## src/rtl/seg_pkg.sv

```systemverilog
// seg_pkg: glyph table, command codes and helpers shared by the segment display controller
package seg_pkg;

    localparam logic [6:0] GLYPH_BLANK = 7'h00;
    localparam logic [6:0] GLYPH_DASH  = 7'h40;

    localparam logic [6:0] CODE_BLANK = 7'h10;
    localparam logic [6:0] CODE_DASH  = 7'h11;
    localparam logic [6:0] CODE_CLEAR = 7'h7F;

    typedef enum logic [1:0] {
        CMD_GLYPH,
        CMD_CLEAR,
        CMD_BAD
    } cmd_kind_t;

    typedef struct packed {
        cmd_kind_t  kind;
        logic [6:0] glyph;
    } cmd_t;

    function automatic int clog2(input int v);
        int r;
        r = 0;
        while ((1 << r) < v) r++;
        return r;
    endfunction

    function automatic logic [7:0] rev8(input logic [7:0] b);
        logic [7:0] r;
        for (int i = 0; i < 8; i++) r[i] = b[7-i];
        return r;
    endfunction

    // Segment order is {g,f,e,d,c,b,a}, active high
    function automatic logic [6:0] hex_glyph(input logic [3:0] v);
        case (v)
            4'h0:    return 7'h3F;
            4'h1:    return 7'h06;
            4'h2:    return 7'h5B;
            4'h3:    return 7'h4F;
            4'h4:    return 7'h66;
            4'h5:    return 7'h6D;
            4'h6:    return 7'h7D;
            4'h7:    return 7'h07;
            4'h8:    return 7'h7F;
            4'h9:    return 7'h6F;
            4'hA:    return 7'h77;
            4'hB:    return 7'h7C;
            4'hC:    return 7'h39;
            4'hD:    return 7'h5E;
            4'hE:    return 7'h79;
            default: return 7'h71;
        endcase
    endfunction

    // Undefined codes still shift in a blank digit, flagged as bad
    function automatic cmd_t decode(input logic [6:0] c);
        cmd_t d;
        d.kind  = CMD_GLYPH;
        d.glyph = GLYPH_BLANK;
        if (c[6:4] == 3'b000) d.glyph = hex_glyph(c[3:0]);
        else if (c == CODE_DASH) d.glyph = GLYPH_DASH;
        else if (c == CODE_CLEAR) d.kind = CMD_CLEAR;
        else if (c != CODE_BLANK) d.kind = CMD_BAD;
        return d;
    endfunction

endpackage

```

## src/rtl/sync_fifo.sv

```systemverilog
// sync_fifo: single-clock FIFO with registered full/empty and show-ahead read data
module sync_fifo
    import seg_pkg::*;
#(
    parameter int WIDTH = 8,
    parameter int DEPTH = 8
) (
    input  logic             clk,
    input  logic             nRESET,
    input  logic             wr_en,
    input  logic [WIDTH-1:0] wr_data,
    input  logic             rd_en,
    output logic [WIDTH-1:0] rd_data,
    output logic             full,
    output logic             empty
);

    localparam int AW = clog2(DEPTH);
    localparam logic [AW:0] DEPTH_C = DEPTH[AW:0];

    logic [WIDTH-1:0] mem [DEPTH];
    logic [AW-1:0]    wr_ptr, rd_ptr;
    logic [AW:0]      cnt, cnt_nx;
    logic             do_wr, do_rd;

    assign do_wr   = wr_en & ~full;
    assign do_rd   = rd_en & ~empty;
    assign cnt_nx  = cnt + (AW+1)'(do_wr) - (AW+1)'(do_rd);
    assign rd_data = mem[rd_ptr];

    // Storage array, no reset needed since pointers define validity
    always_ff @(posedge clk) begin
        if (do_wr) mem[wr_ptr] <= wr_data;
    end

    // Pointers wrap naturally at the power-of-two depth; flags follow the next count
    always_ff @(posedge clk or negedge nRESET) begin
        if (!nRESET) begin
            wr_ptr <= '0;
            rd_ptr <= '0;
            cnt    <= '0;
            full   <= 1'b0;
            empty  <= 1'b1;
        end else begin
            wr_ptr <= do_wr ? wr_ptr + 1'b1 : wr_ptr;
            rd_ptr <= do_rd ? rd_ptr + 1'b1 : rd_ptr;
            cnt    <= cnt_nx;
            full   <= cnt_nx == DEPTH_C;
            empty  <= cnt_nx == '0;
        end
    end

endmodule

```

## src/rtl/multi_digit_seg_ctrl.sv

```systemverilog
// multi_digit_seg_ctrl: buffers receiver command bytes and drives a multiplexed common-anode display
module multi_digit_seg_ctrl
    import seg_pkg::*;
#(
    parameter int DIGITS      = 4,
    parameter int DEPTH       = 8,
    parameter int REFRESH_DIV = 100000,
    parameter int SCROLL_DIV  = 5000000,
    parameter bit BIT_REV     = 1
) (
    input  logic              clk,
    input  logic              nRESET,
    input  logic [7:0]        rx_data,
    input  logic              rx_valid,
    output logic              rx_ready,
    input  logic              scroll_en,
    input  logic              clr_ovf,
    output logic [6:0]        seg_n,
    output logic [DIGITS-1:0] an_n,
    output logic              fifo_full,
    output logic              fifo_empty,
    output logic              overflow,
    output logic              bad_code
);

    localparam int IW = (DIGITS > 1) ? clog2(DIGITS) : 1;
    localparam int RW = clog2(REFRESH_DIV);
    localparam int SW = clog2(SCROLL_DIV);
    localparam int DW = DIGITS * 7;
    localparam logic [RW-1:0] REF_LAST = RW'(REFRESH_DIV - 1);
    localparam logic [SW-1:0] SCR_LAST = SW'(SCROLL_DIV - 1);
    localparam logic [IW-1:0] IDX_LAST = IW'(DIGITS - 1);

    logic [7:0]                rev_byte;
    logic [6:0]                code_in, fifo_dout, code_q;
    logic                      code_v, pop_req, pop, scroll_wrap, ref_wrap;
    logic [SW-1:0]             scroll_cnt;
    logic [RW-1:0]             ref_cnt;
    logic [IW-1:0]             idx, idx_nx;
    logic [DIGITS-1:0][6:0]    disp;
    cmd_t                      dec;

    assign rev_byte = rev8(rx_data);
    assign code_in  = BIT_REV ? rev_byte[6:0] : rx_data[6:0];
    assign rx_ready = ~fifo_full;

    sync_fifo #(
        .WIDTH(7),
        .DEPTH(DEPTH)
    ) u_fifo (
        .clk    (clk),
        .nRESET (nRESET),
        .wr_en  (rx_valid),
        .wr_data(code_in),
        .rd_en  (pop_req),
        .rd_data(fifo_dout),
        .full   (fifo_full),
        .empty  (fifo_empty)
    );

    // Pop pacing, scan stepping and decode of the staged code
    always_comb begin
        scroll_wrap = scroll_cnt == SCR_LAST;
        pop_req     = scroll_en ? scroll_wrap : 1'b1;
        pop         = pop_req & ~fifo_empty;
        ref_wrap    = ref_cnt == REF_LAST;
        idx_nx      = ref_wrap ? ((idx == IDX_LAST) ? '0 : idx + 1'b1) : idx;
        dec         = decode(code_q);
    end

    // Scroll timer only runs in scroll mode and restarts whenever the mode is left
    always_ff @(posedge clk or negedge nRESET) begin
        if (!nRESET) scroll_cnt <= '0;
        else scroll_cnt <= (!scroll_en || scroll_wrap) ? '0 : scroll_cnt + 1'b1;
    end

    // Popped byte is staged one cycle before it reaches the display register
    always_ff @(posedge clk or negedge nRESET) begin
        if (!nRESET) begin
            code_v <= 1'b0;
            code_q <= '0;
        end else begin
            code_v <= pop;
            code_q <= pop ? fifo_dout : code_q;
        end
    end

    // Newest glyph enters digit 0 and older digits move left; CLEAR blanks everything
    always_ff @(posedge clk or negedge nRESET) begin
        if (!nRESET) disp <= {DIGITS{GLYPH_BLANK}};
        else if (code_v) disp <= (dec.kind == CMD_CLEAR) ? {DIGITS{GLYPH_BLANK}} : (disp << 7) | DW'(dec.glyph);
    end

    // Sticky flags; a new event in the same cycle beats the clear
    always_ff @(posedge clk or negedge nRESET) begin
        if (!nRESET) begin
            overflow <= 1'b0;
            bad_code <= 1'b0;
        end else begin
            overflow <= (rx_valid & fifo_full) | (overflow & ~clr_ovf);
            bad_code <= (code_v & (dec.kind == CMD_BAD)) | (bad_code & ~clr_ovf);
        end
    end

    // Anode and segment outputs are both registered from the next index so they switch together
    always_ff @(posedge clk or negedge nRESET) begin
        if (!nRESET) begin
            ref_cnt <= '0;
            idx     <= '0;
            an_n    <= ~DIGITS'(1);
            seg_n   <= 7'h7F;
        end else begin
            ref_cnt <= ref_wrap ? '0 : ref_cnt + 1'b1;
            idx     <= idx_nx;
            an_n    <= ~(DIGITS'(1) << idx_nx);
            seg_n   <= ~disp[idx_nx];
        end
    end

endmodule

```

## config.mk

```make
export PLATFORM = sky130hd
export DESIGN_NAME = multi_digit_seg_ctrl
export DESIGN_NICKNAME = d
export VERILOG_FILES = /design/src/rtl/seg_pkg.sv /design/src/rtl/sync_fifo.sv /design/src/rtl/multi_digit_seg_ctrl.sv
export SDC_FILE = /design/constraint.sdc
export NUM_CORES = 1
export LEC_CHECK = 0
export CAP_MARGIN = 10
export CORE_ASPECT_RATIO = 0.8
export CORE_MARGIN = 2
export CORE_UTILIZATION = 55
export CTS_BUF_LIST = sky130_fd_sc_hd__clkbuf_8
export DETAILED_ROUTE_END_ITERATION = 6
export PLACE_DENSITY = 0.73
export SLEW_MARGIN = 10
export SYNTH_ARGS = -nofsm -noshare
export SYNTH_HDL_FRONTEND = slang
export SYNTH_SLANG_ARGS = --single-unit
```

## constraint.sdc

```tcl
create_clock -name clk -period 5.95 [get_ports clk]
set_clock_uncertainty 0.15 [all_clocks]
set_input_delay 1.19 -clock clk [delete_from_list [all_inputs] [get_ports clk]]
set_output_delay 1.19 -clock clk [all_outputs]
set_load 0.02 [all_outputs]
```

== Word-level counts from Yosys, hierarchy flattened ==
Memories as Yosys holds them, arrays and structs flattened. A register that Yosys moved wholly into a read port is not among the register bits.
Cells that the tools add are included.

* Add/sub/neg operators: 7
* Order comparisons: 1
* Equality and inequality tests: 9
* Shift operators: 1
* Mux-type cells: 16
* Bitwise gates (word level): 14
* Reduce and logical (&&, ||, !) cells: 5

{| class="wikitable"
|+ Operators by type and width
! operator !! number
|-
| $mux W28 || 1
|-
| $or A28 B7 Y28 || 1
|-
| $add A23 B1 Y23 const B || 1
|-
| $eq A23 B23 Y1 const B || 1
|-
| $mux W23 || 1
|-
| $mux W7 || 3
|-
| $add A17 B1 Y17 const B || 1
|-
| $eq A17 B17 Y1 const B || 1
|-
| $mux W17 || 1
|-
| $bmux W7 S2 || 1
|-
| $mux W2 || 6
|-
| $eq A7 B5 Y1 const B || 1
|-
| $eq A7 B7 Y1 const B || 1
|-
| $ne A7 B5 Y1 const B || 1
|-
| $not A7 Y7 || 1
|-
| $add A3 B1 Y3 const B || 2
|-
| $and A1 B1 Y1 || 6
|-
| $add A4 B1 Y4 || 1
|-
| $eq A2 B2 Y1 const B || 2
|-
| $eq A4 B4 Y1 const B || 1
|-
| $logic_not A4 Y1 || 1
|-
| $not A4 Y4 || 1
|-
| $shl A1 B2 Y4 const A || 1
|-
| $sub A4 B1 Y4 || 1
|-
| other kinds (9) || 15
|}

* Register bits after elaboration: 96
* Memory bits (writable): 56
* ROM bits: 112
* Bits of input ports: 13
* Output and inout port bits: 16
* Logic and storage cells: 72
* Memories kept: 2

{| class="wikitable"
|+ Memories
! name !! words !! bits a word !! read ports !! clocked after Yosys merged registers in !! write ports !! line !! RTL
|-
| (no name shown) || 16 || 7 || 1 || 0 || 0 || seg_pkg.sv:37 || <nowiki>case (v)</nowiki>
|-
| u_fifo.mem || 8 || 7 || 1 || 1 || 1 || sync_fifo.sv:21 || <nowiki>logic [WIDTH-1:0] mem [DEPTH];</nowiki>
|}

== Logic depth before layout (Yosys ltp) ==
Gate-level depths: netlist of run 1.

* Depth after elaboration: 8
* Depth in mapped cells: 12
* Mapped depth without buffers: 12

== By module ==
Synthesis of run 1 repeated with hierarchy kept, for this count alone.

* Cells, all modules: 601
* Area total of the unflattened synthesis: 7,423.4 sq um

{| class="wikitable"
|+ Modules (own cells, without submodules)
! module !! times used !! cells an instance !! area each (sq um) !! sequential area each (sq um)
|-
| multi_digit_seg_ctrl || 1 || 463 || 4,640.7 || 2,289.7
|-
| sync_fifo || 1 || 138 || 2,782.7 || 1,983.2
|}

== Worst setup path before layout of run 1 ==
OpenSTA, ideal clock, no wires.

* Path type: input port to flip-flop
* Start: input scroll_en
* End: register u_fifo.full
* Library setup time: 0.073 ns
* Arrival: 3.064 ns
* Data required time: 5.727 ns
* Path slack: 2.664 ns
* Cell stages on the path: 10
* Buffers on the path: 0
* Cell sequence: nor2_1 -> a31oi_4 -> inv_1 -> ha_1 -> inv_1 -> ha_1 -> fa_1 -> xor2_1 -> or3_1 -> nor2b_1

* Word-level cells in the longest chain between the ends: 4

{| class="wikitable"
|+ Ends and longest elaborated chain
! item !! line !! RTL
|-
| start: declaration || multi_digit_seg_ctrl.sv:16 || <nowiki>input logic scroll_en,</nowiki>
|-
| $mux W1 || multi_digit_seg_ctrl.sv:64 || <nowiki>pop_req = scroll_en ? scroll_wrap : 1'b1;</nowiki>
|-
| $and A1 B1 Y1 || - ||
|-
| via pop || multi_digit_seg_ctrl.sv:36 || <nowiki>logic code_v, pop_req, pop, scroll_wrap, ref_wrap;</nowiki>
|-
| $sub A4 B1 Y4 || sync_fifo.sv:28 || <nowiki>assign cnt_nx = cnt + (AW+1)'(do_wr) - (AW+1)'(do_rd);</nowiki>
|-
| via u_fifo.cnt_nx[2] || sync_fifo.sv:23 || <nowiki>logic [AW:0] cnt, cnt_nx;</nowiki>
|-
| $eq A4 B4 Y1 || sync_fifo.sv:48 || <nowiki>full <= cnt_nx == DEPTH_C;</nowiki>
|-
| end signal: assignment || sync_fifo.sv:42 || <nowiki>full <= 1'b0;</nowiki>
|-
| end signal: assignment || sync_fifo.sv:48 ||
|-
| end: declaration || sync_fifo.sv:14 || <nowiki>output logic full,</nowiki>
|}

The timed path passes the listed nets, and every way through them passes these cells.
A chain may end at the register's enable or synchronous reset.

== Worst setup path in the final report of run 1 ==
Same ends and word-level chain as after synthesis.

==> results.yml, run 1 <==
final_layout:
  drive_gt1_frac: 0.164
  syn_to_final_growth_pct: 10.9
  n_antenna_cell: 0
  fill_cells: 967
  design_area_sq_um: 8130
  nets: 643
synth:
  netlist_instances: 587
  ys_ff_latch: 159
  yosys_warnings: 0
  avgSynthCellArea_sq_um: 12.5
  synth_edf_count: 56
  ys_types: 60
  synthArstFlopShare: 0.648
  synthFlopType: "dfrtp_1"
  netlist_area_sq_um: 7330
  syn-num-nets: 615
  yosysSeqAreaShare: 0.583
power:
  p_leak_uw: 0.00313
  clockPowerShare: 0.244
  vdd_drop_max_mv: 0.220
  powerDensity_nw_per_um2: 387
  p_switching_uw: 1020
  intPower_uw: 2130
  power_frac_seq: 0.502
  switching_share: 0.324
  p_comb_frac: 0.254
timing:
  rsz0062_at_grt: "false"
  drv_slew: 0
  setup_viol: 0
  finalCritPeriodShare: 0.616
  fin_tns_setup_ns: 0
  hold_violations: 0
  min_period_ns: 3.66
  fmax_ghz: 0.273
  worst_slew_pin_slew_ns: 1.15
  relSlewSlack: 0.229
placed_design:
  dp_hpwl_um: 9260
  gp_congestion: 0.778
  io_buffers: 27
  place_area_sq_um: 7750
route:
  viasPerCell: 5.67
  drc: 0
  wirelength_um: 13400
  drt-wirelength-per-cell_um: 16.7
  vias: 4555
  first_iter_violations: 318
  drtPass1Iterations: 4
  ant_nets: 0
die:
  die_y_um: 107
  die_area_sq_um: 14300
  io_pins: 29
  initial_core_util: 0.566
  fp-row-count: 37
  coreArea_sq_um: 13000
  die_x_um: 133
clock_network:
  cts-buffers-inserted: 17
  cts-root-buf: "clkbuf_8"
  clk_latency_ns: 0.45
  cts_buffer_depth: 2
  cts_tree: "built"
  ctsHoldBuffers: 0
  htreeDepth: 4
  cts_resized: 0
  postCtsSetupBuffers: 0
  clk_pin_slew_worst_paths_ns: 0.09
  clock_sinks: 159
run_status:
  outcome: "complete, no violations"
global_routing:
  antenna_found_initial: 0
  track_usage: 0.209
  grt_pass1_vias: 4649
  grt_start_max_net_pins: 53
  grt_pass1_wl_um: 23100
  grt_overflow: 0
worst_setup_path:
  path_buf_inv: 3
  crit_arrival_ns: 3.90
  start_kind: "input pin"
  worstPathRequired_ns: 6.19
  cp_top_family: "adder cells"
  critPathMaxStageDelay_ns: 0.56
  cp_max_fo: 10
  worstPathCellList: "clkdlybuf4s50_1 > nor2_1 > a31oi_4 > inv_1 > ha_1 > inv_1 > ha_1 > fa_1 > xor2_1 > or3_1 > nor2b_1"
  cp_slowest_cell: "clkdlybuf4s50_1"
  cp-end-kind: "flop"
  critical_path_class: "in -> reg"
worst_hold_path:
  worstHoldPathType: "reg -> reg"
job:
  cap_violations: 0
==> cells in the final DEF (no fill, tap or decap), types with 3 or more instances in the layout <==
| cell | netlist | final |
|---|---|---|
| dfrtp_1 | 92 | 92 |
| edfxtp_1 | 56 | 56 |
| inv_1 | 49 | 49 |
| nand2_1 | 40 | 40 |
| o21ai_0 | 40 | 40 |
| nor2_1 | 38 | 38 |
| mux4_2 | 28 | 28 |
| a21oi_1 | 27 | 27 |
| clkdlybuf4s50_1 | 0 | 26 |
| xor2_1 | 17 | 17 |
| nand3_1 | 17 | 17 |
| clkbuf_8 | 0 | 17 |
| ha_1 | 14 | 14 |
| xnor2_1 | 13 | 13 |
| mux2_2 | 13 | 13 |
| or3_1 | 11 | 11 |
| dfstp_2 | 11 | 11 |
| nor3_1 | 9 | 9 |
| nand4_1 | 8 | 8 |
| nor2b_1 | 6 | 6 |
| nand2b_1 | 6 | 6 |
| nor4_1 | 5 | 5 |
| and3_1 | 5 | 5 |
| and4_1 | 5 | 5 |
| mux2i_1 | 5 | 5 |
| inv_6 | 0 | 5 |
| a31oi_1 | 4 | 4 |
| o22ai_1 | 4 | 4 |
| clkinvlp_4 | 0 | 4 |
| buf_4 | 0 | 4 |
| and2_1 | 3 | 3 |
| o31ai_1 | 3 | 3 |
| o211ai_1 | 3 | 3 |
==> power by group through the flow <==
stage	clock, uW	combinational, uW	sequential, uW
finish	769	800	1580
global route	830	898	1620
CTS	785	812	1580
detailed placement	0	809	1600
global placement	0	774	1580
floorplan	0	641	1510
==> final timing paths <==
path	start	endpoint	slack (ns)	depth (start not counted)
worst max-delay path	scroll_en	u_fifo.full$_DFF_PN0_	2.29	11
worst min-delay path	ref_cnt[8]$_DFF_PN0_	ref_cnt[8]$_DFF_PN0_	0.35	1
worst max register to register	scroll_cnt[12]$_DFF_PN0_	u_fifo.full$_DFF_PN0_	2.55	10
worst min register to register	ref_cnt[8]$_DFF_PN0_	ref_cnt[8]$_DFF_PN0_	0.35	1
max in group asynchronous	nRESET	scroll_cnt[16]$_DFF_PN0_	3.95	2
min in group asynchronous	nRESET	disp[13]$_DFFE_PN0P_	0.62	1
==> sequential cells by signal, summed over array words and instances (netlist names), 2 cells and up <==
register / flops
u_fifo.mem: 56
disp: 28
scroll_cnt: 23
ref_cnt: 17
code_q: 7
seg_n: 7
an_n: 4
u_fifo.cnt: 4
u_fifo.rd_ptr: 3
u_fifo.wr_ptr: 3
idx: 2
==> per-stage QoR <==
stage	cells	setup slack, ns	util	total power, uW	hold WS, ns
after detailed placement	771	1.81	0.598	2410	0.335
final	803	2.29	0.627	3150	0.351
after floorplan	587	2.66	-	2150	0.298
after global routing	803	2.10	0.627	3350	0.369
after global placement	771	1.86	0.598	2360	0.312
after CTS	803	2.28	0.627	3180	0.354
==> cell usage after synthesis (6+ instances only) <==
cell,count,share of area
edfxtp_1,56,0.23
o21ai_0,40,0.027
nand4_1,8,0.0068
ha_1,14,0.024
nor3_1,9,0.0061
nor2_1,38,0.019
clkbuf_1,15,0.0077
nand2b_1,6,0.0051
nand3_1,17,0.012
mux4_2,28,0.086
nor2b_1,6,0.0051
mux2_2,13,0.020
xnor2_1,13,0.016
nand2_1,40,0.020
xor2_1,17,0.020
inv_1,49,0.025
or3_1,11,0.0094
dfrtp_1,92,0.31
dfstp_2,11,0.039
a21oi_1,27,0.018
==> logic make-up (layout without fill, tap and decap cells) <==
group                      Yosys count  after routing  synth area share
buffers and inverters               70            111            0.0377
adders and majority gates           15             15            0.0266
and+or+nand+nor                    172            172             0.128
AOI/OAI and AO/OA                   95             95            0.0764
xor gates and xnor gates            30             30            0.0358
DFF                                159            159             0.583
muxes                               46             46             0.113
==> layout make-up <==
type | instances | area [sq um] | share of cell area
clock inverters | 15 | 149 | 0.0183
multi-input cells | 358 | 2780 | 0.342
flip-flops and latches | 159 | 4270 | 0.525
repair buffers | 30 | 290 | 0.0357
inverters | 49 | 184 | 0.0226
clock buffers | 17 | 234 | 0.0288
well taps | 175 | 219 | 0.0269
==> metal layers <==
metal	part of all wire	routed length, um	GRT usage
met2	0.47	6340	0.325
met5	0	0	0
met4	0.011	147	0.0661
met3	0.036	481	0.0513
met1	0.48	6470	0.295
No activity file was read; power rests on OpenSTA's default activity.
==> run 2, diff against run 1 <==
- clock period: 5.95 -> 3.6 ns (I/O delays scaled with it)
==> results.yml, run 2 (same netlist as run 1, synthesis figures left out) <==
timing:
  rsz0062_at_grt: "false"
  setup_viol: 0
  min_period_ns: 3.21
  finalCritPeriodShare: 0.891
  relSlewSlack: 0.457
  fin_tns_setup_ns: 0
  worst_slew_pin_slew_ns: 0.808
  hold_violations: 0
  drv_slew: 0
  fmax_ghz: 0.312
worst_setup_path:
  r2r_cells: 10
  cp_slowest_cell: "or4b_1"
  worstSetupStartpoint: "scroll_cnt[12]$_DFF_PN0_"
  cp_top_family: "simple AND/OR/NAND/NOR gates"
  critPathMaxStageDelay_ns: 0.62
  r2r_slack_ns: 0.39
  cp-end-kind: "flop"
  crit-reg2reg-launch: "scroll_cnt[12]$_DFF_PN0_"
  r2r-end: "u_fifo.full$_DFF_PN0_"
  worst-path-stages: 10
  start_kind: "flop"
  worstPathCellList: "or4b_1 > nor4_4 > a31oi_4 > inv_1 > ha_1 > inv_1 > ha_1 > fa_1 > or3_1 > nor2b_1"
  critical_path_class: "reg -> reg"
  crit_arrival_ns: 3.45
  path_buf_inv: 2
  worstPathRequired_ns: 3.85
  cp_max_fo: 6
  endpoint: "u_fifo.full$_DFF_PN0_"
final_layout:
  drive_gt1_frac: 0.178
  layout_common_cells: "dfrtp_1 (92), edfxtp_1 (56), inv_1 (49)"
  nets: 654
  n_antenna_cell: 0
  final_common_cell: "dfrtp_1"
  fin_cells: 814
  largest_reg_flops: 56
  largest_registers: "u_fifo.mem (56), disp (28), scroll_cnt (23)"
  largest-register: "u_fifo.mem"
  design_area_sq_um: 8290
  post-route-util: 0.639
  syn_to_final_growth_pct: 13.0
power:
  vdd_drop_max_mv: 0.409
  powerDensity_nw_per_um2: 655
  p_leak_uw: 0.00323
clock_network:
  cts-buffers-inserted: 17
  cts_resized: 0
  clock_sinks: 159
  cts-root-buf: "clkbuf_8"
  ctsHoldBuffers: 0
  postCtsSetupBuffers: 0
  htreeDepth: 4
  cts_tree: "built"
  cts_buffer_depth: 2
  clk_latency_ns: 0.47
  clk_pin_slew_worst_paths_ns: 0.10
route:
  ant_nets: 0
  first_iter_violations: 347
  drc: 0
  wirelength_um: 13900
  drtPass1Iterations: 5
  vias: 4708
  viasPerCell: 5.78
  drt-wirelength-per-cell_um: 17.1
global_routing:
  antenna_found_initial: 0
  track_usage: 0.217
  grt_overflow: 0
  grt_pass1_vias: 4863
  gr-usage-met2: 0.352
  grt.met1_usage: 0.287
  busiest_layer: "met2"
  grt_start_max_net_pins: 57
  grt_pass1_wl_um: 23800
  met3_usage: 0.0603
die:
  coreArea_sq_um: 13000
  initial_core_util: 0.566
  io_pins: 29
  die_area_sq_um: 14300
  die_x_um: 133
  fp-row-count: 37
  die_y_um: 107
placed_design:
  gp_congestion: 0.801
  dp_cells: 782
  dp_hpwl_um: 9410
  io_buffers: 27
  place_area_sq_um: 7850
worst_hold_path:
  worstHoldPathType: "in -> async"
job:
  cap_violations: 0
run_status:
  outcome: "complete, no violations"
==> run 2: power by group <==
group          total [uW]  leakage, uW  switching [uW]  internal (uW)
sequential           2580      0.00183             328           2250
combinational        1410      0.00118             680            730
clock                1440     0.000221             709            731
total                5430      0.00323            1720           3710
==> run 2: per-stage QoR <==
stage	power, uW	hold WS (ns)	worst slack, ns
CTS	5470	0.174	0.385
detailed placement	4030	0.332	0.314
floorplan	3560	0.274	0.487
global placement	3940	0.318	0.332
global route	5760	0.195	0.225
finish	5430	0.164	0.393
==> run 2: worst min path at each step <==
stage,startpoint,to,slack (ns),depth (start not counted)
6_report,nRESET,disp[20]$_DFFE_PN0P_,0.16,1
5_1_grt,nRESET,disp[20]$_DFFE_PN0P_,0.19,1
4_1_cts,nRESET,disp[20]$_DFFE_PN0P_,0.17,1
3_5_place_dp,ref_cnt[8]$_DFF_PN0_,ref_cnt[8]$_DFF_PN0_,0.33,1
3_3_place_gp,scroll_cnt[0]$_DFF_PN0_,scroll_cnt[0]$_DFF_PN0_,0.32,1
2_1_floorplan,nRESET,an_n[0]$_DFF_PN0_,0.27,0
==> run 2: area by class of cell <==
class                      instances  area, sq um
sequential                       159         4270
clock buffer                      18          248
clock inverter                    14          193
timing repair buffer              41          385
tap                              175          219
inverter                          49          184
multi-input combinational        358         2780
fill                             974         4680
==> run 2: worst register-to-register path, stage by stage, from the launching register on <==
cell     delay, ns
dfrtp_1       0.44
or4b_1        0.62
nor4_4        0.32
a31oi_4       0.13
inv_1         0.09
ha_1          0.22
inv_1         0.06
ha_1          0.17
fa_1          0.44
or3_1         0.39
nor2b_1       0.11
==> run 2: routing by layer <==
layer  vias to the layer above  share of wire
met5                         -              0
met4                         0          0.013
met3                        16          0.041
met2                       101           0.48
met1                      2382           0.46
li1                       2209              -
==> run 3, diff against run 2 <==
- GPL_ROUTABILITY_DRIVEN: not set -> 1
==> results of run 3 <==
Final layout, timing and power as in run 2 (identical DEF).
